[src/rtl/sram_1rw_sched.sv]
// sram_1rw_sched: owns the single RW0 port of a 1RW SRAM macro. It first
// sweeps the array to INIT_VALUE, then shares the port between one write
// requester and one read requester using round-robin arbitration.
module sram_1rw_sched #(
    parameter int              DEPTH      = 256,
    parameter int              AW         = 8,
    parameter int              DW         = 13,
    parameter logic [DW-1:0]   INIT_VALUE = '0
) (
    input  logic          clock,
    input  logic          reset,
    input  logic          clear_req,
    output logic          init_done,
    input  logic          w_valid,
    output logic          w_ready,
    input  logic [AW-1:0] w_addr,
    input  logic [DW-1:0] w_data,
    input  logic          r_valid,
    output logic          r_ready,
    input  logic [AW-1:0] r_addr,
    output logic          resp_valid,
    output logic [DW-1:0] resp_data,
    output logic          sram_en,
    output logic          sram_wmode,
    output logic [AW-1:0] sram_addr,
    output logic [DW-1:0] sram_wdata,
    input  logic [DW-1:0] sram_rdata
);

    localparam logic [0:0]    ST_INIT    = 1'b0;
    localparam logic [0:0]    ST_RUN     = 1'b1;
    localparam logic          PRIO_WRITE = 1'b0;
    localparam logic          PRIO_READ  = 1'b1;
    localparam logic [AW-1:0] LAST_ADDR  = AW'(DEPTH - 1);

    logic [0:0]    state_reg;
    logic [AW-1:0] cnt_reg;
    logic          prio_reg;
    logic          resp_valid_reg;

    logic          in_init;
    logic          in_run;
    logic          w_grant;
    logic          r_grant;

    // Reset masks everything so the macro is never touched while reset is held.
    assign in_init = (state_reg == ST_INIT) && !reset;
    assign in_run  = (state_reg == ST_RUN) && !reset;

    assign init_done = in_run;
    assign w_ready   = in_run && !clear_req && (!r_valid || prio_reg == PRIO_WRITE);
    assign r_ready   = in_run && !clear_req && (!w_valid || prio_reg == PRIO_READ);
    // The two readies are never both high while both valids are high,
    // so at most one of these grants fires per cycle.
    assign w_grant   = w_valid && w_ready;
    assign r_grant   = r_valid && r_ready;

    assign resp_valid = resp_valid_reg && !reset;
    assign resp_data  = sram_rdata;

    // Port mux: sweep writes during INIT, otherwise the granted requester.
    always_comb begin
        sram_en    = 1'b0;
        sram_wmode = 1'b0;
        sram_addr  = '0;
        sram_wdata = '0;
        if (in_init) begin
            sram_en    = 1'b1;
            sram_wmode = 1'b1;
            sram_addr  = cnt_reg;
            sram_wdata = INIT_VALUE;
        end else if (w_grant) begin
            sram_en    = 1'b1;
            sram_wmode = 1'b1;
            sram_addr  = w_addr;
            sram_wdata = w_data;
        end else if (r_grant) begin
            sram_en    = 1'b1;
            sram_wmode = 1'b0;
            sram_addr  = r_addr;
        end
    end

    // Sweep sequencing, clear handling, round-robin priority and response flag.
    always_ff @(posedge clock) begin
        if (reset) begin
            state_reg      <= ST_INIT;
            cnt_reg        <= '0;
            prio_reg       <= PRIO_WRITE;
            resp_valid_reg <= 1'b0;
        end else begin
            // A read granted just before a clear still gets its response,
            // since the macro returns the data before the sweep starts.
            resp_valid_reg <= r_grant;
            if (state_reg == ST_INIT) begin
                // clear_req is ignored here; the running sweep just finishes.
                if (cnt_reg == LAST_ADDR) begin
                    state_reg <= ST_RUN;
                    cnt_reg   <= '0;
                end else begin
                    cnt_reg <= cnt_reg + 1'b1;
                end
            end else if (clear_req) begin
                state_reg <= ST_INIT;
                cnt_reg   <= '0;
            end
            if (w_grant) begin
                prio_reg <= PRIO_READ;
            end else if (r_grant) begin
                prio_reg <= PRIO_WRITE;
            end
        end
    end

endmodule

[config.mk]
export PLATFORM = sky130hd
export DESIGN_NAME = sram_1rw_sched
export DESIGN_NICKNAME = d
export VERILOG_FILES = /design/src/rtl/sram_1rw_sched.sv
export SDC_FILE = /design/constraint.sdc
export NUM_CORES = 1
export LEC_CHECK = 0
export BUFFER_PORTS_ARGS = -buffer_cell sky130_fd_sc_hd__buf_2
export CAP_MARGIN = 40
export CORE_MARGIN = 2
export CORE_UTILIZATION = 33
export CTS_CLUSTER_DIAMETER = 50
export DETAILED_ROUTE_END_ITERATION = 16
export GPL_TIMING_DRIVEN = 0
export PLACE_DENSITY = 0.74
export SYNTH_ARGS = -nofsm -noshare
export SYNTH_HDL_FRONTEND = slang
export SYNTH_SLANG_ARGS = --single-unit
[constraint.sdc]
create_clock -name clock -period 1.3 [get_ports clock]
set_input_delay 0.065 -clock clock [delete_from_list [all_inputs] [get_ports clock]]
set_output_delay 0.065 -clock clock [all_outputs]
set_load 0.005 [all_outputs]
==> impl_results.rst <==
.. list-table::
   :header-rows: 1

   * - Metric
     - Value
   * - Rel. slew slack
     - 73.70%
   * - Mean Syn Cell Area
     - ~7.9 um^2
   * - Post-route cell area
     - between 1500 and 2000 um^2
   * - Antenna viol nets, final
     - 0
   * - Starting Density
     - a little over a third
   * - Overall routed net length
     - 3.756 mm
   * - Required arrival time at the worst endpoint
     - between 1000 and 1500 ps
   * - Antenna diode count
     - 0
   * - Die Width
     - 58.03 um
   * - Fin. max-slew vios
     - 0
   * - Share of the cycle needed by the critical path after routing
     - 122.8%
   * - Post-synth EDFFs
     - 0
   * - Sequential cell area fraction in the yosys report
     - approximately 23%
   * - Pin count of the biggest net entering global routing
     - 11
   * - Number of storage elements in the synthesis netlist
     - 11
   * - Status
     - finished with violations
   * - Dominant register cell in the synthesized netlist
     - sky130_fd_sc_hd__dfxtp_1
   * - Static leakage power
     - approximately 0.90 nW
   * - Clock transition at the registers of the reported paths
     - roughly 80 ps
   * - Max-cap violation count
     - 0
   * - Wire length of the first global-routing pass
     - 5.361 mm
   * - Setup violation total in the final timing report
     - 32
   * - Arrival time of the worst setup path
     - ~1500 ps
   * - RePlAce Congestion
     - 0.8886
   * - Detailed-routing iteration count for the pre-antenna-repair pass
     - 4
   * - Power density normalized to cell area
     - between 400 and 500 nW/um^2
   * - Synthesized area
     - 963.4 um^2
   * - Crit. End Element
     - output port
   * - Worst Tran Pin Value
     - slightly below 400 ps
   * - RSZ-0062 raised after global routing
     - yes
   * - Worst supply voltage drop on vdd
     - ~0.38 mV
   * - Area after detailed placement
     - 1378 um^2
   * - Maximum fanout along the worst path
     - 7
   * - Most area-consuming cells after synthesis
     - sky130_fd_sc_hd__dfxtp_1, sky130_fd_sc_hd__and3_1, sky130_fd_sc_hd__buf_4
   * - Total design power
     - a little over 0.8 mW
   * - Die ar.
     - roughly 3400 um^2
   * - Async set-or-reset flop fraction in the synthesized netlist
     - 0%
   * - # H-tree levels
     - 1
   * - Proportion of layout cells with a drive suffix above 1
     - about two thirds
   * - Clock insertion delay at the later pin of the skew report
     - 280 ps
   * - Highest clock frequency the design can meet
     - between 0.6 and 0.7 GHz
   * - Count of hold-fix buffers inserted at cts
     - 0
   * - Worst-case clock buffer depth
     - 2
   * - Setup TNS after final layout
     - -6621 ps
   * - Relative area change from synthesis to final layout
     - 73.64%
   * - Number of clock sinks
     - 11
   * - Final clock skew
     - around 3.5 ps
   * - Top-count cell post-synth
     - sky130_fd_sc_hd__and3_1
   * - Final setup margin
     - -296.1 ps
   * - Via-per-instance ratio
     - ~5.5
   * - Number of antenna violations at the first check in global routing
     - 0
   * - Failing checks
     - setup timing
   * - Cell at the slowest stage of the critical path
     - sky130_fd_sc_hd__dfxtp_2
   * - # DRC
     - 0
   * - Yosys top cell by area
     - sky130_fd_sc_hd__dfxtp_1
   * - Routed via count
     - about 1300
   * - Critical path class
     - flip-flop to output port
   * - I/O pin count
     - 87
   * - Clock tree from TritonCTS
     - yes
   * - Post-layout net count
     - 260
   * - Flip-flop count of the largest register, all copies and words added
     - 8
   * - Post-DP HPWL
     - 2.500 mm
   * - FP Rows
     - 19
   * - Cell Chain, Critical Path
     - nor3b_4, and3_4, a221o_1, buf_2
   * - First-iteration detailed-routing DRC count
     - 34
   * - Inserted Clock Buffers
     - 3
   * - Count of endpoints failing hold in the final timing report
     - 0
   * - CTS Root Buffer Type
     - sky130_fd_sc_hd__clkbuf_4
   * - Cell family contributing the most delay on the critical path
     - simple AND/OR/NAND/NOR gates
   * - Delay of the slowest critical-path stage
     - between 300 and 400 ps
   * - Number of instances in the synthesized netlist
     - approximately 120
   * - Aggregate global-route resource usage
     - 20.42%
   * - Count of synthesis-stage warnings from yosys
     - 0
   * - Synth top area share
     - between 20% and 30%
   * - Vias in the first global route
     - between 1000 and 1500
   * - Leftover overflow at the end of global routing
     - 0
   * - Number of distinct library cell variants in the gate-level netlist after synthesis
     - 36
   * - Post-Synthesis Net Count
     - 170
   * - Hold Crit Class
     - input pin to flip-flop
   * - IO Port Bufs
     - between 70 and 80
   * - Count of buffer and inverter cells on the critical path
     - 1
   * - Die Y
     - roughly 58 um
   * - Post-DR wirelength/cell
     - about 16 um
   * - Core region area
     - 2758 um^2
   * - Post-layout min period
     - 1596 ps
   * - Element type at the critical path start
     - flip-flop
   * - Leading post-synthesis cells by instance count
     - sky130_fd_sc_hd__and3_1, sky130_fd_sc_hd__buf_4, sky130_fd_sc_hd__dfxtp_1, sky130_fd_sc_hd__nand2_1, sky130_fd_sc_hd__nand3_1
==> through the flow <==
step | worst slack (ps) | hold slack (ps) | instances | utilization [%]
final | -296.1 | 4.004 | 242 | 60.66
after global routing | -349.6 | 27.11 | 242 | 60.66
after CTS | -411.8 | 10.34 | 240 | 57.35
after detailed placement | -331.9 | 287.2 | 225 | 49.95
after global placement | -336.4 | 285.7 | 225 | 49.95
after floorplan | 6.299 | 178.8 | 122 | -
==> per-layer routing <==
layer	wire length, um	track usage (%)	up-vias	share of wire (%)
met5	0	0	-	0
met4	30	4.983	0	0.80
met3	419	5.580	5	11
met2	1902	34.74	79	51
met1	1402	25.58	610	37
li1	-	-	628	-
==> worst reg2reg max path, delay by kind of cell, from the launching register on <==
kind	cells	cell delay, ps
AND/OR/NAND/NOR	1	260
buffers and inverters	3	350
flip-flops	1	330
AO/OA/AOI/OAI	2	490
==> report_power, final <==
part	leakage, nW	total, mW	switching [mW]	internal, mW
Sequential	0.0917	0.363	0.0167	0.346
Clock	0.0150	0.252	0.133	0.119
Combinational	0.798	0.196	0.0789	0.117
==> final timing paths <==
check	end	start	slack, ps	depth (start not counted)
worst max-delay path	sram_addr[4]	state_reg	-300	4
worst max register to register	cnt_reg[5]	state_reg	-210	6
worst min register to register	prio_reg	prio_reg	520	1
worst min-delay path	cnt_reg[0]	reset	4	2
==> cells by family (layout without fill, tap and decap cells) <==
family	count (synthesis)	in the layout	synth area share (%)
flops	11	11	22.86
fa+ha+maj	1	1	1.298
buf+inv	23	112	16.75
compound gates	27	27	21.82
simple gates	60	60	37.27
==> final cells by class <==
| type | count | area, um^2 |
|---|---|---|
| multi-input combinational | 88 | 689.4 |
| sequential | 11 | 227.7 |
| clock buffer | 4 | 26.28 |
| tap | 31 | 38.79 |
| buffer | 20 | 162.7 |
| timing repair buffer | 87 | 524.3 |
| inverter | 1 | 3.754 |
| fill | 259 | 1085 |
==> cells in the final DEF (no fill, tap or decap), types with 3 or more instances in the layout <==
master / n
sky130_fd_sc_hd__a221o_1: 7
sky130_fd_sc_hd__and3_1: 15
sky130_fd_sc_hd__clkbuf_4: 4
sky130_fd_sc_hd__dfxtp_2: 6
sky130_fd_sc_hd__and3_4: 4
sky130_fd_sc_hd__nand2_1: 8
sky130_fd_sc_hd__dfxtp_1: 5
sky130_fd_sc_hd__buf_4: 22
sky130_fd_sc_hd__nor2_1: 4
sky130_fd_sc_hd__nand4_1: 3
sky130_fd_sc_hd__buf_6: 15
sky130_fd_sc_hd__nand3_1: 7
sky130_fd_sc_hd__a21oi_1: 3
sky130_fd_sc_hd__buf_2: 69
==> repair_timing <==
item,CTS,global route
setup buffers,10,7
gates cloned,1,0
gates resized for setup,32,26
endpoints found under the setup margin,34,35
pin swaps,18,15
Power figures use the tool's default switching activity.
